--- src/rtl/cpu_mem_pkg.sv ---
// Shared definitions for the MEM-stage access unit: bus FSM encoding,
// default sizing constants and the local/external address decode.
package cpu_mem_pkg;

    typedef enum logic [1:0] {
        ST_IDLE  = 2'd0,
        ST_START = 2'd1,
        ST_WAIT  = 2'd2,
        ST_RESP  = 2'd3
    } bus_state_t;

    localparam int DEFAULT_LOCAL_WORDS = 128;
    localparam int DEFAULT_TIMEOUT     = 255;

    function automatic logic is_local(
        input logic [31:0] addr,
        input logic [31:0] local_words = 32'(DEFAULT_LOCAL_WORDS)
    );
        return addr < local_words;
    endfunction

endpackage

--- src/rtl/mem_bus_fsm.sv ---
// External bus sequencer: launches one access per request, waits for
// completion or timeout, and tracks pipeline flushes during the access.
module mem_bus_fsm
    import cpu_mem_pkg::*;
#(
    parameter int TIMEOUT = DEFAULT_TIMEOUT
) (
    input  logic        clk,
    input  logic        reset_n,
    input  logic        ext,
    input  logic        cpu_we,
    input  logic [31:0] cpu_addr,
    input  logic [31:0] cpu_wdata,
    input  logic        cpu_flush,
    input  logic        bus_done,
    input  logic [31:0] bus_q,
    output bus_state_t  state,
    output logic        bus_start,
    output logic        bus_we,
    output logic [31:0] bus_addr,
    output logic [31:0] bus_wdata,
    output logic [31:0] bus_rdata,
    output logic        bus_err
);

    localparam int CW = $clog2(TIMEOUT + 1);
    localparam logic [CW-1:0] LAST_COUNT = CW'(TIMEOUT - 1);

    logic [CW-1:0] count;
    logic          flush_pend;
    logic          flush_now;

    // A flush arriving in the same cycle as completion still discards the data.
    assign flush_now = flush_pend | cpu_flush;

    always_ff @(posedge clk or negedge reset_n) begin
        if (!reset_n) begin
            state      <= ST_IDLE;
            bus_start  <= 1'b0;
            bus_we     <= 1'b0;
            bus_addr   <= '0;
            bus_wdata  <= '0;
            bus_rdata  <= '0;
            bus_err    <= 1'b0;
            flush_pend <= 1'b0;
            count      <= '0;
        end else begin
            case (state)
                ST_IDLE: begin
                    flush_pend <= 1'b0;
                    if (ext) begin
                        bus_addr  <= cpu_addr;
                        bus_we    <= cpu_we;
                        bus_wdata <= cpu_wdata;
                        bus_start <= 1'b1;
                        state     <= ST_START;
                    end
                end
                ST_START: begin
                    bus_start  <= 1'b0;
                    count      <= '0;
                    flush_pend <= flush_now;
                    state      <= ST_WAIT;
                end
                ST_WAIT: begin
                    if (bus_done) begin
                        if (!bus_we && !flush_now) begin
                            bus_rdata <= bus_q;
                        end
                        flush_pend <= 1'b0;
                        state      <= flush_now ? ST_IDLE : ST_RESP;
                    end else if (count == LAST_COUNT) begin
                        bus_rdata  <= '0;
                        bus_err    <= 1'b1;
                        flush_pend <= 1'b0;
                        state      <= flush_now ? ST_IDLE : ST_RESP;
                    end else begin
                        count      <= count + 1'b1;
                        flush_pend <= flush_now;
                    end
                end
                ST_RESP: begin
                    state <= ST_IDLE;
                end
                default: begin
                    state <= ST_IDLE;
                end
            endcase
        end
    end

endmodule

--- src/rtl/mem_access_unit.sv ---
// MEM-stage data access initiator: local memory accesses complete in one
// cycle, everything else goes through the stalling external bus sequencer.
module mem_access_unit
    import cpu_mem_pkg::*;
#(
    parameter int LOCAL_WORDS = DEFAULT_LOCAL_WORDS,
    parameter int TIMEOUT     = DEFAULT_TIMEOUT
) (
    input  logic        clk,
    input  logic        reset_n,
    input  logic        cpu_req,
    input  logic        cpu_we,
    input  logic [31:0] cpu_addr,
    input  logic [31:0] cpu_wdata,
    input  logic        cpu_flush,
    output logic        cpu_stall,
    output logic [31:0] cpu_rdata,
    output logic        bus_err,
    output logic [31:0] dm_addr,
    output logic        dm_we,
    output logic [31:0] dm_data,
    output logic        dm_clear,
    output logic        dm_hold,
    input  logic [31:0] dm_q,
    output logic        bus_start,
    output logic        bus_we,
    output logic [31:0] bus_addr,
    output logic [31:0] bus_wdata,
    input  logic [31:0] bus_q,
    input  logic        bus_done
);

    bus_state_t  state;
    logic        ext;
    logic        local_acc;
    logic        rd_src;
    logic [31:0] bus_rdata;

    assign ext       = cpu_req && !is_local(cpu_addr, 32'(LOCAL_WORDS));
    assign local_acc = cpu_req && !ext;

    // Stall and memory writes are held off while reset is asserted.
    assign cpu_stall = reset_n && ((state == ST_IDLE && ext) ||
                                   state == ST_START || state == ST_WAIT);

    assign dm_addr  = cpu_addr;
    assign dm_data  = cpu_wdata;
    assign dm_we    = reset_n && local_acc && cpu_we && !cpu_stall;
    assign dm_hold  = cpu_stall;
    assign dm_clear = cpu_flush;

    mem_bus_fsm #(
        .TIMEOUT (TIMEOUT)
    ) u_bus_fsm (
        .clk       (clk),
        .reset_n   (reset_n),
        .ext       (ext),
        .cpu_we    (cpu_we),
        .cpu_addr  (cpu_addr),
        .cpu_wdata (cpu_wdata),
        .cpu_flush (cpu_flush),
        .bus_done  (bus_done),
        .bus_q     (bus_q),
        .state     (state),
        .bus_start (bus_start),
        .bus_we    (bus_we),
        .bus_addr  (bus_addr),
        .bus_wdata (bus_wdata),
        .bus_rdata (bus_rdata),
        .bus_err   (bus_err)
    );

    // WB selects the bus result only for the cycle after an external retirement.
    always_ff @(posedge clk or negedge reset_n) begin
        if (!reset_n) begin
            rd_src <= 1'b0;
        end else if (!cpu_stall) begin
            rd_src <= (state == ST_RESP);
        end
    end

    assign cpu_rdata = rd_src ? bus_rdata : dm_q;

endmodule
--- config.mk ---
export PLATFORM = sky130hd
export DESIGN_NAME = mem_access_unit
export DESIGN_NICKNAME = d
export VERILOG_FILES = /design/src/rtl/cpu_mem_pkg.sv /design/src/rtl/mem_bus_fsm.sv /design/src/rtl/mem_access_unit.sv
export SDC_FILE = /design/constraint.sdc
export NUM_CORES = 1
export LEC_CHECK = 0
export CORE_MARGIN = 2
export CORE_UTILIZATION = 39
export CTS_CLUSTER_DIAMETER = 40
export DETAILED_ROUTE_END_ITERATION = 16
export GPL_ROUTABILITY_DRIVEN = 1
export GPL_TIMING_DRIVEN = 0
export PLACE_DENSITY = 0.9
export SYNTH_ARGS = -nofsm -noshare
export SYNTH_HDL_FRONTEND = slang
export SYNTH_SLANG_ARGS = --single-unit
--- constraint.sdc ---
create_clock -name clk -period 2.5 [get_ports clk]
set_input_delay 0.5 -clock clk [delete_from_list [all_inputs] [get_ports clk]]
set_output_delay 0.5 -clock clk [all_outputs]
set_load 0.05 [all_outputs]
# Yosys cells after proc, flatten, opt, wreduce, memory -nomap -nowiden
# Index checks and enable logic that the tools add are counted.
# totals
register_bits	111
latchBits	0
mem_bits_rw	0
mem_bits_ro	0
in_bits	134
output_inout_bits	167
elab_cells	66
mem_count	0
# classes
n_addsub	1
multipliers	0
div	0
order_cmp	1
eq_ne	9
shifts	0
mux	17
n_bitwise	2
n_reduce_logical	26
# op_table
op	count
2-to-1 mux 32 bit	4
< comparator 32 x 8 -> 1 bit, second input constant	1
2-to-1 mux 8 bit	2
case mux 8 bit (2 select lines)	1
AND reduction 3 bit	3
adder 8 x 1 -> 8 bit, second input constant	1
== test 8 bit, second input constant	1
logical AND 1 bit	8
2-to-1 mux 2 bit	4
case mux 2 bit (4 select lines)	1
inequality test 2 bit, second input constant	3
AND reduction 2 bit	3
nonzero test 2 bit	3
zero test 1 bit	5
== test 2 bit, second input constant	2
2-to-1 mux 1 bit	3
inequality test 3 x 2 -> 1 bit, second input constant	1
case mux 1 bit (3 select lines)	1
nonzero test 3 bit	1
== test 2 x 1 -> 1 bit, second input constant	1
zero test 2 bit	1
logical OR 1 bit	2
inequality test 2 x 1 -> 1 bit, second input constant	1
case mux 1 bit (2 select lines)	1
2 further kinds	2

# Logic depth before layout (Yosys ltp)
# logic_depth
depth_word	9
ltp_mapped	8

# By module
# Synthesis repeated with hierarchy kept, for this count alone.
# hier_totals
cells_unflattened	411
hier_area_um2	5347.6
# by_module_without_submodules
mod	n_inst	cells_each	area_each_um2
mem_bus_fsm	1	285	4289.1
mem_access_unit	1	126	1058.5

# Worst setup path before layout
# OpenSTA, ideal clock, no wires.
# synth_timing
kind	reg2out
from	register u_bus_fsm.state[0]
to	output dm_hold
arrival_ns	2.619
path_slack_ns	-0.619
path_stages_with_launch	7
cell_sequence	dfrtp_1 -> inv_1 -> ha_1 -> and2_1 -> o21ai_1 -> a21boi_0 -> buf_4
# synth_via
elab_chain_cells	5
# synth_lines
element	line_no	rtl
start, declared	mem_bus_fsm.sv:17	output bus_state_t state,
start signal, assigned	mem_bus_fsm.sv:71	state <= flush_now ? ST_IDLE : ST_RESP;
start signal, assigned	mem_bus_fsm.sv:76	state <= flush_now ? ST_IDLE : ST_RESP;
zero test 2 bit	mem_access_unit.sv:43	assign cpu_stall = reset_n && ((state == ST_IDLE && ext) ||
logical AND 1 bit	mem_access_unit.sv:43	
logical OR 1 bit	mem_access_unit.sv:43	
logical OR 1 bit *	mem_access_unit.sv:44	state == ST_START || state == ST_WAIT);
logical AND 1 bit *	mem_access_unit.sv:43	
end, declared	mem_access_unit.sv:23	output logic dm_hold,
# Every way passes the cells marked *; elsewhere a longest branch is shown, timed or not.

# Worst setup path after layout
# layout_timing
from	input cpu_addr[10]
to	output dm_we
# layout_via
elab_chain_cells	9
# layout_lines
element	line_no	rtl
start, declared	mem_access_unit.sv:13	input logic [31:0] cpu_addr,
< comparator 32 x 8 -> 1 bit *	cpu_mem_pkg.sv:19	return addr < local_words;
zero test 1 bit *	mem_access_unit.sv:39	assign ext = cpu_req && !is_local(cpu_addr, 32'(LOCAL_WORDS));
logical AND 1 bit *	mem_access_unit.sv:39	
logical AND 1 bit	mem_access_unit.sv:43	
logical OR 1 bit	mem_access_unit.sv:43	
logical OR 1 bit	mem_access_unit.sv:44	
logical AND 1 bit	mem_access_unit.sv:43	
zero test 1 bit	--	
logical AND 1 bit *	mem_access_unit.sv:48	assign dm_we = reset_n && local_acc && cpu_we && !cpu_stall;
end, declared	mem_access_unit.sv:20	output logic dm_we,
# Marks and branches as above.

==> impl_results.md <==
- PnR worst setup slack: 0.02017 ns
- Top cells by area, synth: dfrtp_1 (51%), mux2_1 (10%), mux2_2 (10%), buf_4 (9.3%), nand2_1 (5.2%)
- Top-area cell type share of the netlist area: 0.5146
- FMAX: 403.3 MHz
- Final min period: 2.480 ns
- Worst slack, placed: -1.060 ns
- Synth unique cells: 32
- HP Class: in -> async
- Number of buffers created by CTS: 9
- Root Driver: clkbuf_16
- R2r endpoint: u_bus_fsm.bus_rdata[4]
- Synth Area in Compound Gates: 0.05378
- Status: finished clean
- Cell count after synthesis: 476
- Lkg Pwr: 3.994 nW
- Async S/R FF share, synth: 1.000
- DR WL/cell: 16.28 um
- VDD IR max: 0.5846 mV
- DP Area: 8640 um2
- Worst skew pair latency: 0.34 ns
- First-pass GRT wire length: 24.34 mm
- Antenna cells: 0
- Post-Syn Area per Cell: 11.34 um2
- Main combinational cell family by area after synthesis: multiplexers
- Sequential power share: 0.285
- FF+latch count, synth: 111
- Die area: 14,800 um2
- M1 GR Usage: 0.2347
- WS Path Type: in -> out
- Simple-Gate Fraction of Synth Area: 0.09156
- Ports: 301
- Drt drc: 0
- Post-synthesis xor/xnor area fraction: 0.006490
- Post-synthesis adder-cell area fraction: 0.01623
- Largest net degree at the start of global routing: 71
- Met2 Use GR: 0.4027
- Number of flops mapped to enable cells by yosys: 0
- CP Data Required Time: 2.00 ns
- Worst path max stage delay: 0.35 ns
- Register area share after synthesis: 0.5146
- Slew Viols, Final: 0
- Switching share of power: 0.4662
- P_int: 5.827 mW
- Yosys top cell by area: dfrtp_1
- GP Congestion: 0.8340
- Critical path startpoint category: input port
- Reg2reg path depth: 8
- Multiplexer share of the synthesized area: 0.2003
- Design area: 9034 um2
- DP HPWL: 12.62 mm
- Vias in the first global route: 4,704
- Switching power: 5.089 mW
- Via count: 4,646
- Hold Violations, Final: 0
- GR met3 Demand/Resource: 0.04448
- Headroom to the max-slew limit: 0.5148
- Actual slew at the worst max-slew pin: 0.7230 ns
- Gr usage total: 0.2118
- DRT iter0 DRCs: 198
- Total Negative Setup Slacks: 0 ns
- Clk buf depth: 2
- Most frequent cells after synthesis: dfrtp_1 (111), nand2_1 (75), buf_4 (67)
- Clock Skew: 0.01011 ns
- Mapped Area: 5398 um2
- Layout cells sized above 1: 0.2218
- PD cells: 1208 nW/um2
- Crit path cell chain: dlygate4sd2_1, nor4_2, nand3_2, buf_6, or2_4, nor2_4, buf_8
- Vias/cell: 4.770
- P&R area growth vs syn: 67.36%
- Clock Power Share: 0.143
- Row count: 42
- GRT Max-Usage Layer: met2
- Max-Cap Viols: 0
- Comb pwr share: 0.573
- Syn_nets: 617
- Crit end category: output port
- Tcrit/Tclk final: 0.9919
- Synthesis Warnings: 0
- Reg-to-reg startpoint: u_bus_fsm.count[0]
- Core area: 13,400 um2
- Final number of setup-violating endpoints: 0
- Arrival time at the worst endpoint: 1.98 ns
- FF-to-FF setup slack: 0.31 ns
- Grt ovf: 0
- Final ANT Viol Nets: 0
- Power Total: 10.92 mW
- Clock transition at path regs: 0.07 ns
- Top_reg_cell synth: dfrtp_1
- CP Max Fanout: 3
- H-tree levels: 3
- Routed wire length: 15.86 mm
- Crit-path slowest cell: nor4_2
- Dpl cells: 952
- PortBufs: 299
- CTS tree: done
- Non-filler cells, final: 974
- Final nets: 934
- Initial Util: 0.4028
- Initial antenna violation count: 0
- Sinks on the clock net: 111
- Die H: 121.6 um
- Most numerous cell in the Yosys netlist: dfrtp_1
- DRT Pass-1 Iters: 4
- Horiz. Die Dim: 121.6 um
## worst max path at each step
stage                      start       to
finish              cpu_addr[10]    dm_we
global route        cpu_addr[10]    dm_we
CTS                 cpu_addr[21]  dm_hold
detailed placement  cpu_addr[29]  dm_hold
global placement         reset_n  dm_hold
floorplan           cpu_addr[27]    dm_we
## flip-flops by register name, indices dropped and copies added, names as in the netlist
register	count
rd_src	1
u_bus_fsm.bus_addr	32
u_bus_fsm.bus_err	1
u_bus_fsm.bus_rdata	32
u_bus_fsm.bus_start	1
u_bus_fsm.bus_wdata	32
u_bus_fsm.bus_we	1
u_bus_fsm.count	8
u_bus_fsm.flush_pend	1
u_bus_fsm.state	2
## per-stage QoR
step	hold slack (ns)	utilization
detailed placement	0.4690	0.6447
finish	0.06287	0.6741
floorplan	0.2044	-
global placement	0.4573	0.6429
CTS	0.06963	0.6717
global route	0.08686	0.6741
## final cells by class
class,count,area (um2)
buffer,86,624.3
fill,1028,4367
inverter,4,15.01
sequential,111,2778
clock inverter,6,91.34
tap,176,220.2
clock buffer,10,239.0
timing repair buffer,307,2998
multi-input combinational,274,2068
## power by group through the flow
stage / sequential (mW) / combinational [mW] / clock (mW)
2_1_floorplan: 4.97 / 2.30 / 0
3_3_place_gp: 3.08 / 6.26 / 0
3_5_place_dp: 3.12 / 6.37 / 0
4_1_cts: 3.11 / 6.26 / 1.60
5_1_grt: 3.23 / 6.55 / 1.67
6_report: 3.11 / 6.25 / 1.56
## cell families (layout without fill, tap and decap cells)
family,count (synthesis),after routing
XOR/XNOR,4,4
AO/OA/AOI/OAI,53,53
flip-flops,111,111
AND/OR/NAND/NOR,114,114
multiplexers,96,96
adder cells (fa/ha/maj),7,7
buffers and inverters,91,413
## worst max-delay path: cells and delay by family
family / cells / cell delay [ns]
and+or+nand+nor: 4 / 0.86
buffers and inverters: 3 / 0.61
## per-layer routing
metal,vias to the layer above,wire length (um)
li1,2192,-
met1,2241,5992
met2,189,8471
met5,-,0
met4,0,314
met3,24,1081
## timing repair
| action | 4_1_cts | 5_1_grt |
|---|---|---|
| setup buffers | 6 | 1 |
| cloned | 0 | 0 |
| gates resized for setup | 85 | 37 |
| endpoints found under the setup margin | 94 | 5 |
| pin swaps | 11 | 9 |
| hold buffers | 0 | 0 |
## placed cells by master, fill, tap and decap left out, types with 3 or more instances in the layout
cell type and n:
clkdlybuf4s50_1 242, clkdlybuf4s15_1 4, dfrtp_1 111, mux2_2 48
buf_4 73, nor4_2 5, clkbuf_1 10, mux2_1 48
inv_1 4, ha_1 6, nand2_1 75, clkbuf_4 4
clkbuf_2 9, nand3_1 8, nor3_1 3, dlygate4sd2_1 38
nand4_1 5, buf_6 7, nor2_1 6, o21ai_0 39
clkbuf_16 9, a21oi_1 4
(Power assumes the default switching activity.)
